<file path="config.mk">
export PLATFORM = sky130hd
export DESIGN_NAME = fwd_hazard_unit_flat
export DESIGN_NICKNAME = d
export VERILOG_FILES = /design/src/rtl/fwd_hazard_unit_pkg.sv /design/src/rtl/fwd_hazard_unit_if.sv /design/src/rtl/fwd_hazard_unit_src_resolve.sv /design/src/rtl/fwd_hazard_unit.sv /design/src/flat_wrapper.sv
export SDC_FILE = /design/constraint.sdc
export NUM_CORES = 1
export LEC_CHECK = 0
export BUFFER_PORTS_ARGS = -buffer_cell sky130_fd_sc_hd__buf_2
export CAP_MARGIN = 20
export CORE_ASPECT_RATIO = 1.2
export CORE_UTILIZATION = 45
export CTS_BUF_LIST = sky130_fd_sc_hd__clkbuf_4 sky130_fd_sc_hd__clkbuf_8 sky130_fd_sc_hd__clkbuf_16
export DETAILED_ROUTE_END_ITERATION = 10
export GPL_TIMING_DRIVEN = 0
export MAX_ROUTING_LAYER = met4
export PLACE_DENSITY = 0.72
export SYNTH_ARGS = -nofsm -noshare
export SYNTH_HDL_FRONTEND = slang
export SYNTH_HIERARCHICAL = 1
export SYNTH_SLANG_ARGS = --single-unit
</file>
<file path="constraint.sdc">
create_clock -name clk -period 3.8 [get_ports clk]
set_input_delay 0.19 -clock clk [delete_from_list [all_inputs] [get_ports clk]]
set_output_delay 0.19 -clock clk [all_outputs]
set_load 0.01 [all_outputs]
</file>
<file path="src/rtl/fwd_hazard_unit_pkg.sv">
// Shared types and helpers for the forwarding/hazard unit: select encoding, tracker entry, clog2.
package fwd_pkg;

    localparam int FWD_SEL_RF = 0;
    localparam int TRK_RD_W   = 8;

    // Tracker rd is stored at a fixed width; narrower register addresses are zero-extended.
    typedef struct packed {
        logic                valid;
        logic [TRK_RD_W-1:0] rd;
        logic                we;
        logic                is_load;
    } trk_entry_t;

    function automatic int clog2(input int value);
        int res;
        res = 0;
        while ((1 << res) < value) res++;
        return (res < 1) ? 1 : res;
    endfunction

endpackage

</file>
<file path="src/rtl/fwd_hazard_unit_if.sv">
// Issue-side bundle of the forwarding unit; master drives ID issue/flush, slave returns stall and EX selects.
interface fwd_hazard_unit_if #(
    parameter int REG_AW  = 5,
    parameter int NUM_SRC = 2,
    parameter int SEL_W   = 2,
    parameter int CNT_W   = 16
);
    logic                      issue_valid;
    logic [NUM_SRC*REG_AW-1:0] issue_rs;
    logic [NUM_SRC-1:0]        issue_rs_used;
    logic [REG_AW-1:0]         issue_rd;
    logic                      issue_we;
    logic                      issue_is_load;
    logic                      flush;
    logic                      stall;
    logic                      ex_valid;
    logic [NUM_SRC*SEL_W-1:0]  fwd_sel;
    logic [CNT_W-1:0]          stall_cnt;

    modport master (
        output issue_valid, issue_rs, issue_rs_used, issue_rd, issue_we, issue_is_load, flush,
        input  stall, ex_valid, fwd_sel, stall_cnt
    );

    modport slave (
        input  issue_valid, issue_rs, issue_rs_used, issue_rd, issue_we, issue_is_load, flush,
        output stall, ex_valid, fwd_sel, stall_cnt
    );
endinterface

</file>
<file path="src/rtl/fwd_hazard_unit_src_resolve.sv">
// Priority match of one source against the tracker: youngest matching entry gives sel, load too young gives hazard.
// Purely combinational, no handshake.
module fwd_src_resolve
    import fwd_pkg::*;
#(
    parameter int REG_AW           = 5,
    parameter int FWD_STAGES       = 2,
    parameter int LOAD_READY_STAGE = 2,
    parameter int SEL_W            = 2
) (
    input  logic [REG_AW-1:0]                rs_i,
    input  logic                             used_i,
    input  trk_entry_t [FWD_STAGES-1:0]      trk_i,
    output logic [SEL_W-1:0]                 sel_o,
    output logic                             hazard_o
);
    logic [TRK_RD_W-1:0] rs_ext;
    logic                found;

    assign rs_ext = TRK_RD_W'(rs_i);

    always_comb begin
        sel_o    = SEL_W'(FWD_SEL_RF);
        hazard_o = 1'b0;
        found    = 1'b0;
        for (int j = 0; j < FWD_STAGES; j++) begin
            if (!found && used_i && trk_i[j].valid && trk_i[j].we &&
                (trk_i[j].rd != '0) && (trk_i[j].rd == rs_ext)) begin
                found    = 1'b1;
                sel_o    = SEL_W'(j + 1);
                // Only the youngest match decides the stall; older matches never get a say.
                hazard_o = trk_i[j].is_load && ((j + 1) < LOAD_READY_STAGE);
            end
        end
    end
endmodule

</file>
<file path="src/rtl/fwd_hazard_unit.sv">
// Tracks in-flight destinations, registers per-source forward selects for EX, raises load-use stall.
// Selects/ex_valid one cycle after issue; stall is same-cycle and holds ID, a bubble enters EX instead.
module fwd_hazard_unit
    import fwd_pkg::*;
#(
    parameter int REG_AW           = 5,
    parameter int NUM_SRC          = 2,
    parameter int FWD_STAGES       = 2,
    parameter int LOAD_READY_STAGE = 2,
    parameter int CNT_W            = 16
) (
    input  logic              clk,
    input  logic              rst_n,
    fwd_hazard_unit_if.slave  bus
);
    localparam int SEL_W = clog2(FWD_STAGES + 1);

    trk_entry_t [FWD_STAGES-1:0]   trk_q, trk_d;
    logic [NUM_SRC-1:0][SEL_W-1:0] sel_w;
    logic [NUM_SRC-1:0]            hazard_w;
    logic [NUM_SRC*SEL_W-1:0]      fwd_sel_q, fwd_sel_d;
    logic                          ex_valid_q, ex_valid_d;
    logic [CNT_W-1:0]              stall_cnt_q, stall_cnt_d;
    logic                          stall_w;
    logic                          accept_w;

    for (genvar k = 0; k < NUM_SRC; k++) begin : g_src
        fwd_src_resolve #(
            .REG_AW           (REG_AW),
            .FWD_STAGES       (FWD_STAGES),
            .LOAD_READY_STAGE (LOAD_READY_STAGE),
            .SEL_W            (SEL_W)
        ) u_resolve (
            .rs_i     (bus.issue_rs[k*REG_AW +: REG_AW]),
            .used_i   (bus.issue_rs_used[k]),
            .trk_i    (trk_q),
            .sel_o    (sel_w[k]),
            .hazard_o (hazard_w[k])
        );
    end

    // Flush wins over everything in ID, so it also masks the stall.
    assign stall_w  = bus.issue_valid && !bus.flush && (|hazard_w);
    assign accept_w = bus.issue_valid && !bus.flush && !stall_w;

    always_comb begin
        trk_d = trk_q;
        for (int j = FWD_STAGES - 1; j > 0; j--) begin
            trk_d[j] = trk_q[j-1];
        end
        trk_d[0]    = '0;
        ex_valid_d  = accept_w;
        fwd_sel_d   = '0;
        stall_cnt_d = stall_cnt_q;
        if (accept_w) begin
            trk_d[0].valid   = 1'b1;
            trk_d[0].rd      = TRK_RD_W'(bus.issue_rd);
            trk_d[0].we      = bus.issue_we;
            trk_d[0].is_load = bus.issue_is_load;
            fwd_sel_d        = sel_w;
        end
        if (stall_w && (stall_cnt_q != '1)) begin
            stall_cnt_d = stall_cnt_q + 1'b1;
        end
    end

    always_ff @(posedge clk or negedge rst_n) begin
        if (!rst_n) begin
            trk_q       <= '0;
            ex_valid_q  <= 1'b0;
            fwd_sel_q   <= '0;
            stall_cnt_q <= '0;
        end else begin
            trk_q       <= trk_d;
            ex_valid_q  <= ex_valid_d;
            fwd_sel_q   <= fwd_sel_d;
            stall_cnt_q <= stall_cnt_d;
        end
    end

    assign bus.stall     = stall_w;
    assign bus.ex_valid  = ex_valid_q;
    assign bus.fwd_sel   = fwd_sel_q;
    assign bus.stall_cnt = stall_cnt_q;
endmodule

</file>
<file path="src/flat_wrapper.sv">
// flat-port wrapper written by rule: the top's interface ports become plain ports
module fwd_hazard_unit_flat import fwd_pkg::*;
#(
    parameter int REG_AW           = 5,
    parameter int NUM_SRC          = 2,
    parameter int FWD_STAGES       = 2,
    parameter int LOAD_READY_STAGE = 2,
    parameter int CNT_W            = 16
)
  (clk, rst_n, bus_issue_valid, bus_issue_rs, bus_issue_rs_used, bus_issue_rd, bus_issue_we, bus_issue_is_load, bus_flush, bus_stall, bus_ex_valid, bus_fwd_sel, bus_stall_cnt);
  fwd_hazard_unit_if #(.REG_AW(REG_AW), .NUM_SRC(NUM_SRC), .SEL_W((2)), .CNT_W(CNT_W)) bus_i ();
  input  logic clk;
  input  logic rst_n;
  input wire logic [$bits(bus_i.issue_valid)-1:0] bus_issue_valid;
  input wire logic [$bits(bus_i.issue_rs)-1:0] bus_issue_rs;
  input wire logic [$bits(bus_i.issue_rs_used)-1:0] bus_issue_rs_used;
  input wire logic [$bits(bus_i.issue_rd)-1:0] bus_issue_rd;
  input wire logic [$bits(bus_i.issue_we)-1:0] bus_issue_we;
  input wire logic [$bits(bus_i.issue_is_load)-1:0] bus_issue_is_load;
  input wire logic [$bits(bus_i.flush)-1:0] bus_flush;
  output wire logic [$bits(bus_i.stall)-1:0] bus_stall;
  output wire logic [$bits(bus_i.ex_valid)-1:0] bus_ex_valid;
  output wire logic [$bits(bus_i.fwd_sel)-1:0] bus_fwd_sel;
  output wire logic [$bits(bus_i.stall_cnt)-1:0] bus_stall_cnt;
  assign bus_i.issue_valid = bus_issue_valid;
  assign bus_i.issue_rs = bus_issue_rs;
  assign bus_i.issue_rs_used = bus_issue_rs_used;
  assign bus_i.issue_rd = bus_issue_rd;
  assign bus_i.issue_we = bus_issue_we;
  assign bus_i.issue_is_load = bus_issue_is_load;
  assign bus_i.flush = bus_flush;
  assign bus_stall = bus_i.stall;
  assign bus_ex_valid = bus_i.ex_valid;
  assign bus_fwd_sel = bus_i.fwd_sel;
  assign bus_stall_cnt = bus_i.stall_cnt;
  fwd_hazard_unit #(.REG_AW(REG_AW), .NUM_SRC(NUM_SRC), .FWD_STAGES(FWD_STAGES), .LOAD_READY_STAGE(LOAD_READY_STAGE), .CNT_W(CNT_W)) u_core (.clk(clk), .rst_n(rst_n), .bus(bus_i));
endmodule
</file>
Yosys cells after proc, flatten, opt, wreduce, memory -nomap -nowiden

Cells that the tools add are included.

Register bits after elaboration: 42
Word-level logic and storage cells: 57
Input bits: 23
Output and inout bits: 22

Multiplexer cells: 12
$add $sub $neg: 1
Equality and inequality tests: 5
Reductions and logical operators: 29

Operators with widths:

| kind                    | count |
|---|---|
| $eq A8 B5 Y1            | 4 |
| $logic_and A1 B1 Y1     | 22 |
| $add A16 B1 Y16 const B | 1 |
| $ne A16 B16 Y1 const B  | 1 |
| $reduce_bool A8 Y1      | 2 |
| $mux W11                | 1 |
| $mux W1                 | 8 |
| $logic_not A1 Y1        | 4 |
| $mux W2                 | 2 |
| $mux W4                 | 1 |
| $reduce_or A2 Y1        | 1 |

Longest topological paths before layout

Word-level depth: 17
Gate-level depth with buffers: 10
Mapped depth without buffers: 9

By module

Netlist, hierarchy kept.

Modules (own cells, without submodules):

| module          | area each (um^2) | times used | cells an instance |
|---|---|---|---|
| fwd_hazard_unit | 1441.4           | 1          | 114 |
| fwd_src_resolve | 193.9            | 2          | 24 |

Least setup slack after synthesis

Ideal clock, no wire load.

Path type: register -> register
Start: register u_core.trk_q (netlist bit u_core/trk_d[13])
End: register u_core.stall_cnt_q[11], in the netlist u_core/bus.stall_cnt[11]
Arrival time: 2.176 ns
Data required time: 3.671 ns
Path slack: 1.494 ns
Path buffers: 1
Cell stages (with the launch flop): 10
Setup time: 0.129 ns
Cell sequence: dfrtp_1 nor4_2 nor2_1 o2111a_2 and2_2 or2_2 clkbuf_1 and3_1 and4bb_2 xor2_1

Longest elaborated chain between the ends: 14

Ends and longest elaborated chain:

| what                             | RTL line                          | text |
|---|---|---|
| start, declared                  | fwd_hazard_unit.sv:18             | `trk_entry_t [FWD_STAGES-1:0] trk_q, trk_d;` |
| start signal, assigned           | fwd_hazard_unit.sv:74             | `trk_q <= trk_d;` |
| $reduce_bool A8 Y1               | fwd_hazard_unit_src_resolve.sv:28 | `(trk_i[j].rd != '0) && (trk_i[j].rd == rs_ext)) begin` |
| $logic_and A1 B1 Y1              | fwd_hazard_unit_src_resolve.sv:27 | `if (!found && used_i && trk_i[j].valid && trk_i[j].we &&` |
| $logic_and A1 B1 Y1 *            | fwd_hazard_unit_src_resolve.sv:28 |  |
| $mux W1                          | fwd_hazard_unit_src_resolve.sv:27 |  |
| $logic_not A1 Y1                 | fwd_hazard_unit_src_resolve.sv:27 |  |
| $logic_and A1 B1 Y1 (4 in a row) | fwd_hazard_unit_src_resolve.sv:27 |  |
| $logic_and A1 B1 Y1              | fwd_hazard_unit_src_resolve.sv:28 |  |
| $mux W1 *                        | fwd_hazard_unit_src_resolve.sv:27 |  |
| net u_core.hazard_w[1]           | fwd_hazard_unit.sv:20             | `logic [NUM_SRC-1:0] hazard_w;` |
| $reduce_or A2 Y1 *               | fwd_hazard_unit.sv:43             | `assign stall_w = bus.issue_valid && !bus.flush && (\|hazard_w);` |
| $logic_and A1 B1 Y1 *            | fwd_hazard_unit.sv:43             |  |
| $logic_and A1 B1 Y1 *            | fwd_hazard_unit.sv:62             | `if (stall_w && (stall_cnt_q != '1)) begin` |
| end signal, assigned             | fwd_hazard_unit.sv:77             | `stall_cnt_q <= stall_cnt_d;` |
| end, declared                    | fwd_hazard_unit.sv:23             | `logic [CNT_W-1:0] stall_cnt_q, stall_cnt_d;` |

The timed path passes the listed nets; every way through them passes the cells marked *.
A chain may end at the register's enable or synchronous reset.

Worst setup path after layout

Start: register u_core.trk_q (netlist bit u_core/trk_d[16])
End: output port bus_stall

Longest elaborated chain between the ends: 13

Ends and longest elaborated chain:

| what                             | RTL line                          | text |
|---|---|---|
| $reduce_bool A8 Y1               | fwd_hazard_unit_src_resolve.sv:28 |  |
| $logic_and A1 B1 Y1              | fwd_hazard_unit_src_resolve.sv:27 |  |
| $logic_and A1 B1 Y1 *            | fwd_hazard_unit_src_resolve.sv:28 |  |
| $mux W1                          | fwd_hazard_unit_src_resolve.sv:27 |  |
| $logic_not A1 Y1                 | fwd_hazard_unit_src_resolve.sv:27 |  |
| $logic_and A1 B1 Y1 (4 in a row) | fwd_hazard_unit_src_resolve.sv:27 |  |
| $logic_and A1 B1 Y1              | fwd_hazard_unit_src_resolve.sv:28 |  |
| $mux W1 *                        | fwd_hazard_unit_src_resolve.sv:27 |  |
| net u_core.hazard_w[0]           | fwd_hazard_unit.sv:20             |  |
| $reduce_or A2 Y1 *               | fwd_hazard_unit.sv:43             |  |
| $logic_and A1 B1 Y1 *            | fwd_hazard_unit.sv:43             |  |
| end, declared                    | flat_wrapper.sv:21                | `output wire logic [$bits(bus_i.stall)-1:0] bus_stall;` |

Marks and branches as above.

==> impl_table.tex <==
\begin{tabular}{lr}
\hline
Metric & Value \\
\hline
\multicolumn{2}{l}{\textbf{Hold path}} \\
\quad Class of the tightest hold or removal check & in2async \\
\multicolumn{2}{l}{\textbf{Critical path}} \\
\quad Gate family responsible for the most delay along the worst path & simple AND/OR/NAND/NOR gates \\
\quad Cell count along the critical path & 9 \\
\quad Largest incremental delay on the critical path & 0.46 ns \\
\quad Path type of the worst setup path & reg2out \\
\quad Crit path launch type & register \\
\quad Length in cells of the worst reg-to-reg path & 9 \\
\quad Required time at the worst-slack endpoint & 3.61 ns \\
\quad Data arrival time of the worst path & 2.52 ns \\
\quad Worst path bufs/invs & 3 \\
\quad Element type at the critical path end & output pin \\
\quad CP max FO & 6 \\
\quad Sequence of cells on the critical path & xor2\_1, nor4\_1, o2111a\_2, and2\_2, or2\_2, clkbuf\_1, nand2\_1, inv\_1, buf\_2 \\
\quad Slowest cell on the critical path & dfrtp\_1 \\
\multicolumn{2}{l}{\textbf{Timing}} \\
\quad Number of hold violations in the final report & 35 \\
\quad Relative slew slack & 49.6\% \\
\quad FMAX & 0.370 GHz \\
\quad Post-route clock period utilization & 71.2\% \\
\quad Setup total negative slack & 0 ns \\
\quad Finish-stage setup viols & 0 \\
\quad Worst clock skew on the final layout & 0.00546 ns \\
\quad Max-slew violation count & 0 \\
\quad Final critical path time including I/O delays and setup & 2.71 ns \\
\quad Unrepaired setup endpoints after global routing & false \\
\quad Transition time at the pin with the least slew margin & 0.756 ns \\
\quad Final-layout worst hold slack & -0.0243 ns \\
\multicolumn{2}{l}{\textbf{GRT}} \\
\quad Overall track demand over capacity in global routing & approximately a fifth \\
\quad Maximum number of pins on one net before global-route repair & 36 \\
\quad Gr ovfl total & 0 \\
\quad Antenna violations before repair & 0 \\
\quad Vias in the first global route & 1317 \\
\quad Wire length of the first global-routing pass & approximately 6000 um \\
\multicolumn{2}{l}{\textbf{Drt}} \\
\quad Final wirelength & 3570 um \\
\quad First drt pass iteration count & 4 \\
\quad Detailed-route via count & about 1.4k \\
\quad DRC violation total after the first TritonRoute iteration & 48 \\
\quad Detailed-route wire length per cell & 12.9 um \\
\quad Antenna violation net count after detailed routing & 0 \\
\quad Average vias per placed instance & between 5 and 6 \\
\quad Total DRC errors in the routed layout & 0 \\
\multicolumn{2}{l}{\textbf{Power}} \\
\quad Static power due to leakage & around 1.2 nW \\
\quad Combinational share of power & 7.5\% \\
\quad Net Sw Frac & 23.6\% \\
\quad Power per cell area & 317 nW/um\^{}2 \\
\quad Net switching power & 167 uW \\
\quad Seq pwr share & 54.8\% \\
\quad Worst vdd ir & 0.264 mV \\
\quad Proportion of power drawn by the clock network & about 38\% \\
\quad Internal Dissipation & 539 uW \\
\multicolumn{2}{l}{\textbf{CTS}} \\
\quad Post-cts repair resize count & 0 \\
\quad Clock transition at path regs & roughly 0.070 ns \\
\quad Total number of H-tree levels & 2 \\
\quad Clock latency of the later-clocked register in the worst-skew pair & 0.28 ns \\
\quad Post-CTS setup repair buffer count & 0 \\
\quad Count of clock tree sinks & 35 \\
\quad Hold Buf Count CTS & 0 \\
\quad TritonCTS Buffers & 5 \\
\quad Cell chosen for the clock root & clkbuf\_8 \\
\quad Max clock buf depth & 2 \\
\quad Clock tree from TritonCTS & done \\
\multicolumn{2}{l}{\textbf{Die}} \\
\quad Count of standard-cell rows & 24 \\
\quad Die Y & 71.4 um \\
\quad Area of the die & around 4300 sq um \\
\quad Horizontal die dimension & 59.8 um \\
\quad Floorplan core area & about 3700 sq um \\
\quad Effective utilization at floorplan & 48.5\% \\
\quad I/O pins & 45 \\
\multicolumn{2}{l}{\textbf{Layout}} \\
\quad Total number of nets in the final design & 249 \\
\quad \# diodes & 0 \\
\quad Post-synthesis to final-layout area growth & 23.4\% \\
\quad Fillers & 333 \\
\quad Fraction of final layout cells sized beyond drive strength 1 & 30.1\% \\
\quad Core Util, Final & 59.8\% \\
\multicolumn{2}{l}{\textbf{Placed design}} \\
\quad Estimated wirelength of the detail-placed design & 2710 um \\
\quad GPL Wtd Cong & a little over 0.8 \\
\quad Port buffer count & 44 \\
\multicolumn{2}{l}{\textbf{Outcome}} \\
\quad Violated checks & negative hold slack \\
\quad Run status & finished with violations \\
\multicolumn{2}{l}{\textbf{Synth}} \\
\quad Post-synthesis instance total & 161 \\
\quad Number of synthesis warnings & 6 \\
\quad Combined area of all synthesized cells & approximately 1800 sq um \\
\quad Syn avg cell area & roughly 11 sq um \\
\multicolumn{2}{l}{\textbf{Job}} \\
\quad Max-cap violations & 0 \\
\hline
\end{tabular}
-- layer usage --
layer / track usage [%] / part of all wire [%] / up-vias / wire (um)
met3: 3.79 / 4.7 / 6 / 167
met5: - / 0 / - / 0
met1: 26.2 / 47 / 656 / 1670
met2: 28.5 / 48 / 35 / 1700
li1: - / - / 695 / -
met4: 5.43 / 0.95 / 0 / 34
-- worst paths after layout --
check / start / to / slack [ns]
setup / recovery: u_core/trk_d[16] / bus_stall / 1.09
hold / removal: rst_n / u_core/bus.stall_cnt[10] / -0.02
setup reg to reg: u_core/trk_d[16] / u_core/bus.stall_cnt[1] / 1.13
hold reg to reg: u_core/bus.ex_valid / u_core/trk_q[21] / 0.42
max in group asynchronous: rst_n / u_core/bus.stall_cnt[5] / 3.34
min in group clk: bus_issue_rd[0] / u_core/trk_d[13] / 0.14
-- cell type report --
| type | count | area (sq um) | share of cell area (%) |
|---|---|---|---|
| well taps | 52 | 65.1 | 2.92 |
| clock inverters | 2 | 12.5 | 0.562 |
| clock buffers | 6 | 76.3 | 3.43 |
| repair buffers | 44 | 220 | 9.89 |
| inverters | 2 | 7.51 | 0.337 |
| plain buffers | 4 | 15.0 | 0.674 |
| multi-input cells | 133 | 955 | 42.9 |
| flip-flops and latches | 35 | 876 | 39.3 |
-- power groups by stage --
stage | Clock [mW] | Sequential [mW] | Combinational [mW]
global route | 0.289 | 0.388 | 0.0607
global placement | 0 | 0.394 | 0.0528
finish | 0.267 | 0.387 | 0.0526
CTS | 0.275 | 0.387 | 0.0534
detailed placement | 0 | 0.394 | 0.0532
floorplan | 0 | 0.392 | 0.0268
-- registers in the layout, summed over array words and instances, names as in the netlist --
| register | flops |
|---|---|
| u_core/trk_d | 7 |
| u_core/bus.stall_cnt | 16 |
| u_core/bus.ex_valid | 1 |
| u_core/bus.fwd_sel | 4 |
| u_core/trk_q | 7 |
-- stage by stage --
stage / worst slack [ns] / cells / power [mW] / cell area, sq um
final: 1.09 / 278 / 0.706 / 2230
after global routing: 0.924 / 278 / 0.738 / 2230
after CTS: 1.11 / 278 / 0.715 / 2230
after detailed placement: 1.17 / 270 / 0.447 / 2140
after global placement: 1.17 / 270 / 0.447 / 2140
after floorplan: 1.49 / 174 / 0.419 / 1850
-- cell usage in the layout (no fill, tap or decap), types with 3 or more instances in the layout --
cell      instances
nor4_2            4
buf_2            44
conb_1           14
nand4_1           4
clkbuf_8          5
nor2b_1           3
dfrtp_1          35
and2_1            3
nor4_1            4
xnor2_1          14
nor3_1            4
and3_1           14
nor2_1            6
clkbuf_1          4
nand3_1          13
a21oi_1           3
xor2_1           18
No activity file was read; power rests on OpenSTA's default activity.
